==> config.mk <==
export PLATFORM = sky130hd
export DESIGN_NAME = uart_transmitter
export DESIGN_NICKNAME = d
export VERILOG_FILES = /design/src/rtl/uart_pkg.sv /design/src/rtl/uart_symbol_timer.sv /design/src/rtl/uart_transmitter.sv
export SDC_FILE = /design/constraint.sdc
export NUM_CORES = 1
export LEC_CHECK = 0
export ABC_AREA = 0
export CAP_MARGIN = 20
export CORE_MARGIN = 4
export CORE_UTILIZATION = 45
export DETAILED_ROUTE_END_ITERATION = 8
export DONT_BUFFER_PORTS = 1
export HOLD_SLACK_MARGIN = 0.12
export PLACE_DENSITY = 0.62
export SETUP_SLACK_MARGIN = 0.02
export SLEW_MARGIN = 10
export SYNTH_ARGS = -nofsm -noshare
export SYNTH_HDL_FRONTEND = slang
export SYNTH_SLANG_ARGS = --single-unit
==> constraint.sdc <==
create_clock -name clk -period 2.57 [get_ports clk]
set_input_delay 0.514 -clock clk [delete_from_list [all_inputs] [get_ports clk]]
set_output_delay 0.514 -clock clk [all_outputs]
set_load 0.005 [all_outputs]
==> src/rtl/uart_pkg.sv <==
// uart_pkg
// Shared definitions for the UART transmitter and receiver: the frame-state
// enum, default bit-rate constants and a counter-width helper.
// No ports (package).
package uart_pkg;

  // Frame states, shared by the transmitter and receiver FSMs.
  typedef enum logic [1:0] {
    IDLE  = 2'd0,
    START = 2'd1,
    DATA  = 2'd2,
    STOP  = 2'd3
  } uart_state_t;

  // Board clock and line rate.
  localparam int unsigned CLK_FREQ_HZ = 125_000_000;
  localparam int unsigned BAUD_115200 = 115_200;
  localparam int unsigned CYCLES_PER_SYMBOL_115200 = CLK_FREQ_HZ / BAUD_115200;

  // Short symbol periods that keep simulation runs small.
  localparam int unsigned MY_CYCLES_PER_SYMBOL_1 = 1;
  localparam int unsigned MY_CYCLES_PER_SYMBOL_3 = 3;
  localparam int unsigned MY_CYCLES_PER_SYMBOL_4 = 4;

  // Width of a counter that runs 0..max_value. A counter whose maximum is 0
  // still gets one bit so that no zero-width vectors appear.
  function automatic int unsigned count_width(input int unsigned max_value);
    if (max_value < 1) begin
      return 1;
    end
    return $clog2(max_value + 1);
  endfunction

endpackage

==> src/rtl/uart_symbol_timer.sv <==
// uart_symbol_timer
// Free-running symbol-period counter 0..CYCLES_PER_SYMBOL-1. It wraps on its
// own at the end of each symbol and returns to 0 when restart is sampled high.
// Ports:
//   clk      in  clock, rising edge
//   rst      in  synchronous active-high reset (count -> 0)
//   restart  in  force count to 0 on the next edge
//   last     out high in the final cycle of the current symbol
module uart_symbol_timer
  import uart_pkg::*;
#(
  parameter int unsigned CYCLES_PER_SYMBOL = CYCLES_PER_SYMBOL_115200
) (
  input  logic clk,
  input  logic rst,
  input  logic restart,
  output logic last
);

  localparam int unsigned CW = count_width(CYCLES_PER_SYMBOL - 1);
  localparam logic [CW-1:0] LAST_COUNT = CW'(CYCLES_PER_SYMBOL - 1);

  logic [CW-1:0] count;

  // With CYCLES_PER_SYMBOL = 1 the count never leaves 0, so every cycle is
  // the last one of its symbol.
  always_ff @(posedge clk) begin
    if (rst || restart) begin
      count <= '0;
    end else if (count == LAST_COUNT) begin
      count <= '0;
    end else begin
      count <= count + CW'(1);
    end
  end

  assign last = (count == LAST_COUNT);

endmodule

==> src/rtl/uart_transmitter.sv <==
// uart_transmitter
// Serialises bytes onto an idle-high UART line: one start bit, DATA_BITS data
// bits LSB first, STOP_BITS stop bits. Frames run back to back when a new byte
// is offered during the final stop cycle.
// Ports:
//   clk            in  clock, rising edge
//   rst            in  synchronous active-high reset
//   data_in[7:0]   in  byte to send; bits above DATA_BITS-1 are ignored
//   data_in_valid  in  source has a byte
//   data_in_ready  out transmitter accepts a byte this cycle
//   serial_out     out registered UART line, idle high
//
// Handshake: a byte transfers on a rising edge where data_in_valid and
// data_in_ready are both high. data_in_ready depends only on the FSM state
// and rst (never on data_in_valid); it is high in IDLE and in the final cycle
// of the final stop bit, and low whenever rst is high. data_in is captured at
// the transfer edge, so the source may change it freely afterwards.
module uart_transmitter
  import uart_pkg::*;
#(
  parameter int unsigned CYCLES_PER_SYMBOL = CYCLES_PER_SYMBOL_115200,
  parameter int unsigned DATA_BITS         = 8,
  parameter int unsigned STOP_BITS         = 1
) (
  input  logic       clk,
  input  logic       rst,
  input  logic [7:0] data_in,
  input  logic       data_in_valid,
  output logic       data_in_ready,
  output logic       serial_out
);

  localparam int unsigned BW = count_width(DATA_BITS - 1);
  localparam int unsigned SW = count_width(STOP_BITS - 1);
  localparam logic [BW-1:0] LAST_BIT  = BW'(DATA_BITS - 1);
  localparam logic [SW-1:0] LAST_STOP = SW'(STOP_BITS - 1);

  uart_state_t          state;
  uart_state_t          state_next;
  logic [DATA_BITS-1:0] shift_reg;
  logic [DATA_BITS-1:0] shift_next;
  logic [BW-1:0]        bit_idx;
  logic [BW-1:0]        bit_idx_next;
  logic [SW-1:0]        stop_cnt;
  logic [SW-1:0]        stop_cnt_next;
  logic                 line_next;
  logic                 transfer;
  logic                 symbol_last;
  logic                 timer_restart;

  uart_symbol_timer #(
    .CYCLES_PER_SYMBOL(CYCLES_PER_SYMBOL)
  ) u_symbol_timer (
    .clk    (clk),
    .rst    (rst),
    .restart(timer_restart),
    .last   (symbol_last)
  );

  always_ff @(posedge clk) begin
    if (rst) begin
      state      <= IDLE;
      shift_reg  <= '0;
      bit_idx    <= '0;
      stop_cnt   <= '0;
      serial_out <= 1'b1;
    end else begin
      state      <= state_next;
      shift_reg  <= shift_next;
      bit_idx    <= bit_idx_next;
      stop_cnt   <= stop_cnt_next;
      serial_out <= line_next;
    end
  end

  // line_next is the level that belongs to the current state; registering
  // it delays the whole waveform by exactly one cycle, so the start bit
  // appears one edge after the accepting edge and frame length is unchanged.
  always_comb begin
    state_next    = state;
    shift_next    = shift_reg;
    bit_idx_next  = bit_idx;
    stop_cnt_next = stop_cnt;
    data_in_ready = 1'b0;
    line_next     = 1'b1;

    unique case (state)
      IDLE: begin
        data_in_ready = 1'b1;
      end
      START: begin
        line_next = 1'b0;
        if (symbol_last) begin
          state_next   = DATA;
          bit_idx_next = '0;
        end
      end
      DATA: begin
        line_next = shift_reg[0];
        if (symbol_last) begin
          shift_next = shift_reg >> 1;
          if (bit_idx == LAST_BIT) begin
            state_next    = STOP;
            stop_cnt_next = '0;
          end else begin
            bit_idx_next = bit_idx + BW'(1);
          end
        end
      end
      STOP: begin
        if (symbol_last) begin
          if (stop_cnt == LAST_STOP) begin
            data_in_ready = 1'b1;
            state_next    = IDLE;
          end else begin
            stop_cnt_next = stop_cnt + SW'(1);
          end
        end
      end
      default: begin
        state_next = IDLE;
      end
    endcase

    if (rst) begin
      data_in_ready = 1'b0;
    end

    // A transfer overrides the IDLE/STOP decision and starts a new frame,
    // which is what makes back-to-back frames gapless.
    transfer = data_in_valid && data_in_ready;
    if (transfer) begin
      state_next = START;
      shift_next = data_in[DATA_BITS-1:0];
    end

    // The timer is held at 0 while idle and restarted on every state entry,
    // including STOP -> START.
    timer_restart = (state == IDLE) || (state_next != state);
  end

endmodule

==> results of run 1 <==
per-layer routing:
metal / track usage / vias up / routed length [um]
li1: - / 548 / -
met3: 0.0432 / 7 / 110
met4: 0.0551 / 0 / 54
met1: 0.159 / 490 / 1100
met2: 0.242 / 17 / 1220
met5: 0 / - / 0
layout by cell type (no fill, tap or decap), drive strengths merged:
master,count
o21bai,1
a311oi,7
nand3,14
xnor2,4
nand3b,1
and4bb,2
o211ai,1
and4,3
nor3,2
dfxtp,25
nor2b,2
and2,1
o2111ai,1
o21ba,1
ha,8
and3b,1
a31oi,2
nand4b,2
a21boi,1
inv,5
nor3b,1
a21oi,11
a211oi,1
nand2,14
o21ai,2
clkbuf,4
or3b,1
buf,4
a2111oi,2
nand4,3
nor2,14
xor2,5
o31ai,1
and3,3
final timing paths:
kind / slack [ps] / cells after the start / endpoint / start
setup / recovery: 330 / 6 / data_in_ready / u_symbol_timer.count[0]
hold / removal: 250 / 1 / shift_reg[4] / rst
hold reg to reg: 470 / 2 / bit_idx[2] / bit_idx[2]
setup reg to reg: 470 / 6 / shift_reg[1] / state[1]
kinds of logic (layout without fill, tap and decap cells):
| group | Yosys count | count (layout) | synth area share |
|---|---|---|---|
| flops | 25 | 25 | 0.371 |
| fa+ha+maj | 8 | 8 | 0.0743 |
| simple gates | 64 | 64 | 0.266 |
| xor+xnor | 9 | 9 | 0.0585 |
| compound gates | 31 | 31 | 0.163 |
| buf+inv | 15 | 13 | 0.0669 |
worst max-delay path: stages, from the launching register on:
cell	delay (ps)
dfxtp_1	370
inv_1	70
ha_1	130
and4bb_1	340
and3_2	230
a21oi_1	60
nor3_1	220
metrics by stage:
step	power (mW)	setup slack, ps	hold WS [ps]
global placement	0.462	534	456
CTS	0.636	295	236
global route	0.667	210	212
detailed placement	0.463	490	456
finish	0.625	332	248
floorplan	0.458	685	436
synthesized netlist by cell type:
| master | number |
|---|---|
| a2111oi_0 | 1 |
| a2111oi_1 | 1 |
| a211oi_1 | 1 |
| a21boi_1 | 1 |
| a21oi_1 | 11 |
| a311oi_1 | 7 |
| a31oi_1 | 2 |
| and2_1 | 1 |
| and3_1 | 1 |
| and3_2 | 2 |
| and3b_1 | 1 |
| and4_1 | 2 |
| and4_2 | 1 |
| and4bb_1 | 2 |
| buf_2 | 2 |
| buf_6 | 3 |
| clkbuf_1 | 3 |
| clkbuf_4 | 1 |
| dfxtp_1 | 25 |
| dlygate4sd1_1 | 1 |
| ha_1 | 8 |
| inv_1 | 5 |
| nand2_1 | 14 |
| nand3_1 | 14 |
| nand3b_1 | 1 |
| nand4_1 | 3 |
| nand4b_1 | 2 |
| nor2_1 | 14 |
| nor2b_1 | 2 |
| nor3_1 | 2 |
| nor3b_4 | 1 |
| o2111ai_2 | 1 |
| o211ai_1 | 1 |
| o21ai_0 | 1 |
| o21ai_1 | 1 |
| o21ba_1 | 1 |
| o21bai_1 | 1 |
| o31ai_1 | 1 |
| or3b_1 | 1 |
| xnor2_1 | 4 |
| xor2_1 | 5 |
power groups by stage:
| stage | Sequential, mW | Clock (mW) | Combinational, mW |
|---|---|---|---|
| floorplan | 0.415 | 0 | 0.0434 |
| global placement | 0.417 | 0 | 0.0453 |
| detailed placement | 0.417 | 0 | 0.0464 |
| CTS | 0.408 | 0.181 | 0.0467 |
| global route | 0.410 | 0.203 | 0.0534 |
| finish | 0.408 | 0.171 | 0.0462 |
final cells by class:
type,instances,area [sq um],share of cell area
multi-input cells,112,757,0.552
clock buffers,4,26.3,0.0192
well taps,31,38.8,0.0283
repair buffers,4,30.0,0.0219
inverters,5,18.8,0.0137
flip-flops and latches,25,500,0.365
==> summary.md, run 1 <==
| Metric | Value |
|---|---|
| Status | finished, final reports clean |
| PortBufs | 0 |
| CTS tree | built |
| Syn Std Cell Area | around 0.0013 sq mm |
| Net count after synthesis | between 150 and 200 |
| Residual DRC | 0 |
| Chip Width | 62.7 um |
| Avg WL per Cell | roughly 14 um |
| GPL Wtd Cong | 0.837 |
| Inst Count DP | between 150 and 200 |
| Drt first pass iters | 4 |
| Largest register FFs | 11 |
| Util after Layout | 0.489 |
| CP arrival | between 1500 and 2000 ps |
| Placed Area | approximately 0.0013 sq mm |
| Iteration-0 DRC count of the detailed router | 44 |
| Slew @ Worst Pin | 630 ps |
| Leak | 0.488 nW |
| Final hold violation count | 0 |
| Initial Utilization | 0.480 |
| Setup TNS | 0 ps |
| Final period util | 0.871 |
| CP required | 2060 ps |
| Final setup violating endpoints | 0 |
| Mean area per synthesized cell | 8.87 sq um |
| Switching Fraction | 0.230 |
| Post-CTS Setup Bufs | 0 |
| Clk_skew | 7.10 ps |
| Vias in the first global route | 1,016 |
| Clk_lat worst skew | about 320 ps |
| Total Nets Final | 170 |
| Clk sinks | 25 |
| Worst-path fanout max | 6 |
| Final Instance Area | approximately 0.0014 sq mm |
| Power Dens Cells | between 400 and 500 mW/mm^2 |
| Fillers | roughly 270 |
| # IOs | 13 |
| CTS root buf | clkbuf_4 |
| Total CTS buffers | 3 |
| Clock Path Buffers | 2 |
| Core ar. | 0.00281 sq mm |
| Die area | 0.00393 sq mm |
| Cell Int Power | between 0.4 and 0.5 mW |
| Post-synthesis sequential area ratio | 0.371 |
| Startpoint types | register |
| Post-route ant nets | 0 |
| Yosys cell types | 41 |
| Initial antenna violation count | 0 |
| Synth top area share | 0.371 |
| Global route total overflow | 0 |
| Total track usage | 0.140 |
| Sequential share of power | 0.652 |
| Slew HR | 0.580 |
| Vias per inst | about 6 |
| Largest net degree at the start of global routing | 21 |
| Combinational Power Share | 0.074 |
| Die Ht | roughly 63 um |
| VDD IR max | approximately 0.33 mV |
| Synth Warn # | 0 |
| Fin cells | ~180 |
| MaxCap Viol Count | 0 |
| # hold bufs at CTS | 0 |
| Minimum clock period | 2240 ps |
| Largest cells by area after synthesis | dfxtp_1 (37%), ha_1 (7.4%), nand3_1 (5.2%) |
| Layout cell share with drive strength beyond 1 | 0.0800 |
| # H-tree levels | 1 |
| Setup crit end kind | primary output |
| Area Growth Syn to Fin | 1.76% |
| Inserted Diodes | 0 |
| Detailed-route via count | about 1,100 |
| Hold Path Class | primary input to register |
| WL final | 2480 um |
| Yosys top cell by area | dfxtp_1 |
| Switching power | roughly 0.14 mW |
| Max-slew violations | 0 |
| Clk slew on worst S/H paths | approximately 130 ps |
| Maximum clock rate | approximately 450 MHz |
| Register bit total from synthesis | 25 |
| Placed wire-length estimate | 1850 um |
| Post-CTS sizing | 0 |
| Setup CP Type | register to primary output |
| Unrepaired setup endpoints after global routing | no |
| First-pass GRT wire length | ~4500 um |
| Rows | 19 |
| Clock group share of total power | 0.274 |
| Syn Inst Count | between 150 and 200 |
Note: power is estimated with default switching activity, not from simulation.
==> inputs of run 2 (changes only) <==
--- a/config.mk
+++ b/config.mk
@@ -17,4 +17,5 @@
 export SLEW_MARGIN = 10
 export SYNTH_ARGS = -nofsm -noshare
 export SYNTH_HDL_FRONTEND = slang
+export SYNTH_HIERARCHICAL = 1
 export SYNTH_SLANG_ARGS = --single-unit
==> run 2 against run 1 <==
  * Clock-buffer cell count did not move
  * Wire length rose by 16%
  * Synthesized area rose by 1.0%
  * Clock power rose by 3%
  * Flip-flop and latch count did not move
  * Worst setup slack got worse by 140 ps
  * Core utilization rose by 5.2 points
  * Non-clock buffer count rose by 9
  * Die area rose by 0.89%
==> summary.md, run 2 <==
| Metric | Value |
|---|---|
| Status | finished, final reports clean |
| CP required | 2830 ps (+770 ps) |
| Setup CP Type | register to register |
| Final period util | 0.925 (+0.0541) |
| Residual DRC | 0 (unchanged) |
| Leak | 0.536 nW (+9.8%) |
| GPL Wtd Cong | 0.825 (-1.4%) |
| Final Instance Area | 0.00153 sq mm (+11%) |
| Total CTS buffers | 3 (unchanged) |
| Drt first pass iters | 4 (unchanged) |
| Largest register FFs | 11 (unchanged) |
| First-pass GRT wire length | 4940 um (+9.1%) |
| Clk slew on worst S/H paths | 140 ps (about the same) |
| PortBufs | 0 (unchanged) |
| Critical path's slowest cell | or4b_4 |
| Vias per inst | 5.96 (+1.5%) |
| CTS root buf | clkbuf_4 |
| Final setup violating endpoints | 0 (unchanged) |
| Ys flop type | dfxtp_1 |
| Post-route ant nets | 0 (unchanged) |
| Setup TNS | 0 ps (unchanged) |
| MaxCap Viol Count | 0 (unchanged) |
| Vias in the first global route | 1,083 (+6.6%) |
| Total Nets Final | 191 (+12%) |
| Largest net degree at the start of global routing | 19 (-9.5%) |
| Commonest non-fill, non-tap cells in the layout | dfxtp_1 (21), nor2_1 (17), nand2_1 (13), buf_4 (13), nand3_1 (12) |
| Clk_skew | 7.01 ps (-0.0857 ps) |
| Area Growth Syn to Fin | 12.3% |
| Hold Path Class | primary input to register |
| Placed Area | 0.00145 sq mm (+7.7%) |
| Mean area per synthesized cell | 8.40 sq um (-5.2%) |
| Avg WL per Cell | 14.2 um (+3.9%) |
| Yosys top cell by area | dfxtp_1 |
| Post-synthesis sequential area ratio | 0.368 (-0.00375) |
| Max-slew violations | 0 (unchanged) |
| Die Ht | 63 um (+0.45%) |
| Clock Path Buffers | 2 (unchanged) |
| Most frequent CP cell | nand2_2 |
| Worst path max stage delay | 510 ps (+140 ps) |
| Worst-path fanout max | 5 (-1) |
| Minimum clock period | 2380 ps (+139 ps) |
| CTS tree | built |
| Slew HR | 0.721 (+0.141) |
| WL final | 2880 um (+16%) |
| Inst Count DP | 194 (+9.6%) |
| Worst-path cell chain | nor4b_4 > nand2_2 > nor2_4 > a21oi_2 > or4b_4 > nand2_2 > o211ai_1 > or2_4 > nor3b_2 > a32o_1 |
| Util after Layout | 0.540 (+0.0516) |
| Synth top area share | 0.368 (-0.00375) |
| CP arrival | 2640 ps (+920 ps) |
| VDD IR max | 0.321 mV (-2.6%) |
| Yosys cell types | 38 (-7.3%) |
| Clk sinks | 25 (unchanged) |
| Startpoint types | register |
| Clk_lat worst skew | 310 ps (about the same) |
| Power Dens Cells | 412 mW/mm^2 (-9.5%) |
| Synth Warn # | 6 (+6) |
| # H-tree levels | 1 (unchanged) |
| Maximum clock rate | 421 MHz (-5.9%) |
| Total track usage | 0.151 (+0.0107) |
| Iteration-0 DRC count of the detailed router | 65 (+48%) |
| Fillers | 273 (+2.6%) |
| Chip Width | 63 um (+0.45%) |
| # IOs | 13 (unchanged) |
| Global route total overflow | 0 (unchanged) |
| Inserted Diodes | 0 (unchanged) |
| Core ar. | 0.00283 sq mm (+0.85%) |
| Most common cell after layout, fill and taps aside | dfxtp_1 |
| Syn Std Cell Area | 0.00136 sq mm (+1.0%) |
| Initial antenna violation count | 0 (unchanged) |
| Detailed-route via count | 1,203 (+13%) |
| Register bit total from synthesis | 25 (unchanged) |
| Largest cells by area after synthesis | dfxtp_1 (37%), ha_1 (7.4%), nor2_1 (5.2%) |
| Rows | 19 (unchanged) |
| Die area | 0.00397 sq mm (+0.89%) |
| Net count after synthesis | 181 (+5.8%) |
| Commonest cells in the netlist | dfxtp_1 (25), nor2_1 (19), nand2_1 (15), nand3_1 (12), a21oi_1 (10) |
| Setup crit end kind | register |
| Placed wire-length estimate | 2100 um (+13%) |
| Slew @ Worst Pin | 418 ps (-212 ps) |
| Syn Inst Count | 162 (+6.6%) |
| Final hold violation count | 0 (unchanged) |
| Initial Utilization | 0.481 (+0.000829) |
| Most common cell in the netlist | dfxtp_1 |
| Post-synth EDFFs | 0 (unchanged) |
| Layout cell share with drive strength beyond 1 | 0.205 (+0.125) |
| Fin cells | 202 (+12%) |
| Async SR Flop Fraction | 0 (unchanged) |
[run 2: cell types whose count changed in the layout (fill, tap and decap cells not counted), moves of 3 or more]
| cell | delta |
|---|---|
| xnor2_1 | -3 |
| o21ai_0 | +3 |
| xor2_1 | -4 |
| dfxtp_2 | +3 |
| buf_4 | +9 |
| nor3b_2 | +3 |
| nor2_1 | +3 |
| o21ai_1 | +4 |
| dfxtp_1 | -4 |
| a32o_1 | +4 |
[run 2: where the power goes]
group          total (mW)  internal, mW  switching, mW
Clock               0.176        0.0606          0.115
Combinational      0.0499        0.0225         0.0274
Sequential          0.405         0.398        0.00701
Total               0.631         0.481          0.149
[run 2: worst paths after layout]
check | startpoint | depth (start not counted) | end | slack (ps)
setup reg to reg | u_symbol_timer/count[7] | 10 | u_symbol_timer/count[7] | 190
hold / removal | rst | 1 | shift_reg[1] | 260
hold reg to reg | bit_idx[1] | 2 | bit_idx[1] | 460
setup / recovery | u_symbol_timer/count[7] | 10 | u_symbol_timer/count[7] | 190
[run 2: cells by family after synthesis]
group / count (synthesis) / synth area share
XOR/XNOR: 2 / 0.0129
AO/OA/AOI/OAI: 39 / 0.201
adder cells (fa/ha/maj): 8 / 0.0735
flip-flops: 25 / 0.368
AND/OR/NAND/NOR: 73 / 0.287
buffers and inverters: 15 / 0.0579
[run 2: worst max-delay path, delay by kind of cell, from the launching register on]
kind               cells  cell delay [ps]
AOI/OAI and AO/OA      3              310
DFF                    1              390
and+or+nand+nor        7             1630
[run 2: cell type report]
class	count	area (sq um)	area share
Multi-Input combinational cell	122	832	0.544
Inverter	7	26.3	0.0172
Clock buffer	4	26.3	0.0172
Tap cell	31	38.8	0.0254
Timing Repair Buffer	13	97.6	0.0638
Sequential cell	25	508	0.332
[run 2: metal layers]
metal | global-route usage | wire, um | up-vias
li1 | - | - | 609
met1 | 0.212 | 1440 | 566
met2 | 0.233 | 1320 | 26
met3 | 0.0270 | 97 | 2
met4 | 0.0413 | 20 | 0
met5 | 0 | 0 | -
[run 2: what timing repair did]
action | 4_1_cts | 5_1_grt
pin swaps | 0 | 8
gates resized for setup | 1 | 8
endpoints found under the setup margin | 4 | 9
setup buffers | 0 | 4
hold buffers | 0 | 0
[run 2: through the flow]
| step | hold slack [ps] | setup slack, ps | total power [mW] |
|---|---|---|---|
| after floorplan | 436 | -141 | 0.458 |
| after global placement | 441 | 106 | 0.460 |
| after detailed placement | 450 | -23.2 | 0.462 |
| after CTS | 237 | 51.4 | 0.637 |
| after global routing | 218 | -13.6 | 0.668 |
| final | 256 | 193 | 0.631 |
==> inputs of run 3 (changes only) <==
--- a/config.mk
+++ b/config.mk
@@ -8,11 +8,12 @@
 export ABC_AREA = 0
 export CAP_MARGIN = 20
 export CORE_MARGIN = 4
-export CORE_UTILIZATION = 45
+export CORE_UTILIZATION = 37
+export CTS_CLUSTER_SIZE = 24
 export DETAILED_ROUTE_END_ITERATION = 8
 export DONT_BUFFER_PORTS = 1
 export HOLD_SLACK_MARGIN = 0.12
-export PLACE_DENSITY = 0.62
+export PLACE_DENSITY = 0.53
 export SETUP_SLACK_MARGIN = 0.02
 export SLEW_MARGIN = 10
 export SYNTH_ARGS = -nofsm -noshare
==> run 3 against run 2 <==
  * Sequential power about the same
  * Design area grew 1.9%
  * First-iteration DRC count increased by 1.5%
  * Highest routed layer unchanged
  * Die area is 19% higher
  * Clock-buffer cell count decreased by 1
==> summary.md, run 3 (synthesis results as in run 2) <==
| Metric | Value |
|---|---|
| CP arrival | 2590 ps (-50 ps) |
| Most common cell after layout, fill and taps aside | dfxtp_1 |
| Worst Reg-to-Reg Cells | 10 (unchanged) |
| # H-tree levels | 1 (unchanged) |
| Largest net degree at the start of global routing | 19 (unchanged) |
| Iteration-0 DRC count of the detailed router | 66 (+1.5%) |
| Slew HR | 0.697 (-0.0246) |
| Layout cell share with drive strength beyond 1 | 0.183 (-0.0212) |
| Pre-CTS setup slack | 17.5 ps (+40.7 ps) |
| PortBufs | 0 (unchanged) |
| Initial Utilization | 0.395 (-0.0857) |
| Clock Path Buffers | 2 (unchanged) |
| Avg WL per Cell | 13.7 um (-3.6%) |
| GPL Wtd Cong | 0.819 (-0.79%) |
| Total CTS buffers | 3 (unchanged) |
| Minimum clock period | 2380 ps (+5.26 ps) |
| Residual DRC | 0 (unchanged) |
| Worst Setup SP | u_symbol_timer/count[6] |
| Setup CP Type | register to register |
| Reg-to-reg critical path startpoint | u_symbol_timer/count[6] |
| Clk slew on worst S/H paths | 90 ps (-50 ps) |
| First-pass GRT wire length | 5060 um (+2.5%) |
| # hold bufs at CTS | 0 (unchanged) |
| Min-Delay Path Depth | 1 (unchanged) |
| Unrepaired setup endpoints after global routing | no |
| CTS root buf | clkbuf_8 |
| Largest register FFs | 11 (unchanged) |
| Setup crit end kind | register |
| Placed Area | 0.00147 sq mm (+1.3%) |
| Fillers | 333 (+22%) |
| Initial antenna violation count | 0 (unchanged) |
| Chip Width | 68.7 um (+9.0%) |
| Die Ht | 68.7 um (+9.0%) |
| Final period util | 0.927 (+0.00205) |
| Commonest non-fill, non-tap cells in the layout | dfxtp_1 (23), nor2_1 (17), nand2_1 (14), nand3_1 (12) |
| Drt first pass iters | 4 (unchanged) |
| Final Instance Area | 0.00156 sq mm (+1.9%) |
| Power Dens Cells | 441 mW/mm^2 (+7.0%) |
| Critical path's slowest cell | or4b_4 |
| Util after Layout | 0.453 (-0.0879) |
| Total track usage | 0.139 (-0.0114) |
| Slew @ Worst Pin | 455 ps (+36.9 ps) |
| Max-slew violations | 0 (unchanged) |
| Final setup margin | 187 ps (-5.26 ps) |
| VDD IR max | 0.219 mV (-32%) |
| Maximum clock rate | 420 MHz (-0.22%) |
| WL final | 2950 um (+2.6%) |
| Startpoint types | register |
| Hold path startpoint | rst |
| Setup TNS | 0 ps (unchanged) |
| Post-route ant nets | 0 (unchanged) |
| Worst-path cell chain | nor4b_4 > nand2_2 > nor2_4 > a21oi_2 > or4b_4 > nand2_1 > o211ai_1 > or2_4 > nor3b_2 > a32o_1 |
| MaxCap Viol Count | 0 (unchanged) |
| Core ar. | 0.00344 sq mm (+22%) |
| Area Growth Syn to Fin | 14.4% |
| R2R Setup Slk | 190 ps (about the same) |
| Inserted Diodes | 0 (unchanged) |
| Rows | 21 (+2) |
| Vias in the first global route | 1,130 (+4.3%) |
| WHS Endpoint | shift_reg[7] |
| CTS tree | built |
| Clk_lat worst skew | 260 ps (-50 ps) |
| # IOs | 13 (unchanged) |
| Placed wire-length estimate | 2120 um (+0.93%) |
| Clk_skew | 2.28 ps (-4.73 ps) |
| Global route total overflow | 0 (unchanged) |
| Inst Count DP | 209 (+7.7%) |
| Status | finished, final reports clean |
| Final setup violating endpoints | 0 (unchanged) |
| Total Nets Final | 189 (-1.0%) |
| Worst path max stage delay | 530 ps (+20 ps) |
| Reg2Reg Capture Point | u_symbol_timer/count[10] |
| Hold Path Class | primary input to register |
| Detailed-route via count | 1,179 (-2.0%) |
| Worst-path fanout max | 5 (unchanged) |
| Vias per inst | 5.48 (-7.9%) |
| Clk sinks | 25 (unchanged) |
| Leak | 0.535 nW (-0.23%) |
| CP required | 2780 ps (-50 ps) |
| Fin cells | 215 (+6.4%) |
| Final hold violation count | 0 (unchanged) |
| Die area | 0.00471 sq mm (+19%) |
==> run 3: changes by cell type in the layout (fill, tap and decap cells not counted) <==
cell / previous run / this run
nand2_1: 13 / 14
clkbuf_1: 1 / 0
buf_4: 13 / 10
dfxtp_2: 3 / 2
buf_6: 0 / 1
nor4_4: 0 / 1
clkinv_2: 0 / 1
clkbuf_4: 3 / 0
clkbuf_8: 0 / 3
dfxtp_4: 1 / 0
nand2_2: 2 / 1
nor4_2: 1 / 0
dfxtp_1: 21 / 23
==> run 3: metal layers <==
metal	up-vias	routed length [um]	part of all wire	track usage
met2	21	1320	0.45	0.204
met5	-	0	0	0
met4	0	26	0.0088	0.0471
met3	2	101	0.034	0.0259
li1	607	-	-	-
met1	549	1510	0.51	0.202
==> run 3: how the worst max path moves through the flow <==
stage / end
2_1_floorplan: u_symbol_timer/count[7]
3_3_place_gp: u_symbol_timer/count[1]
3_5_place_dp: u_symbol_timer/count[3]
4_1_cts: u_symbol_timer/count[10]
5_1_grt: u_symbol_timer/count[9]
6_report: u_symbol_timer/count[10]
==> run 3: final cells by class <==
class                   instances  area (sq um)  share of cell area
repair buffers                 11          86.3              0.0554
flip-flops and latches         25           503               0.323
well taps                      46          57.6              0.0369
multi-input cells             122           838               0.538
clock inverters                 1          5.00             0.00321
clock buffers                   3          41.3              0.0265
inverters                       7          26.3              0.0169
==> run 3: power breakdown <==
part           switching, mW  leakage (nW)  internal (mW)
clock                  0.124        0.0255          0.108
combinational         0.0272         0.305         0.0222
sequential           0.00677         0.204          0.399
==> run 3: what timing repair did <==
item | 4_1_cts | 5_1_grt
endpoints found under the hold margin | 0 | 0
endpoints found under the setup margin | 4 | 9
buffers inserted | 0 | 2
pin swaps | 0 | 3
resized for setup | 1 | 6
==> run 3: through the flow <==
step | power [mW] | hold slack, ps
finish | 0.688 | 303
CTS | 0.699 | 293
floorplan | 0.458 | 436
detailed placement | 0.461 | 447
global route | 0.720 | 292
global placement | 0.461 | 439
==> run 3: worst max-delay path: cells and delay by family, from the launching register on <==
kind	cells	cell delay, ps
and+or+nand+nor	7	1660
DFF	1	350
AOI/OAI and AO/OA	3	330
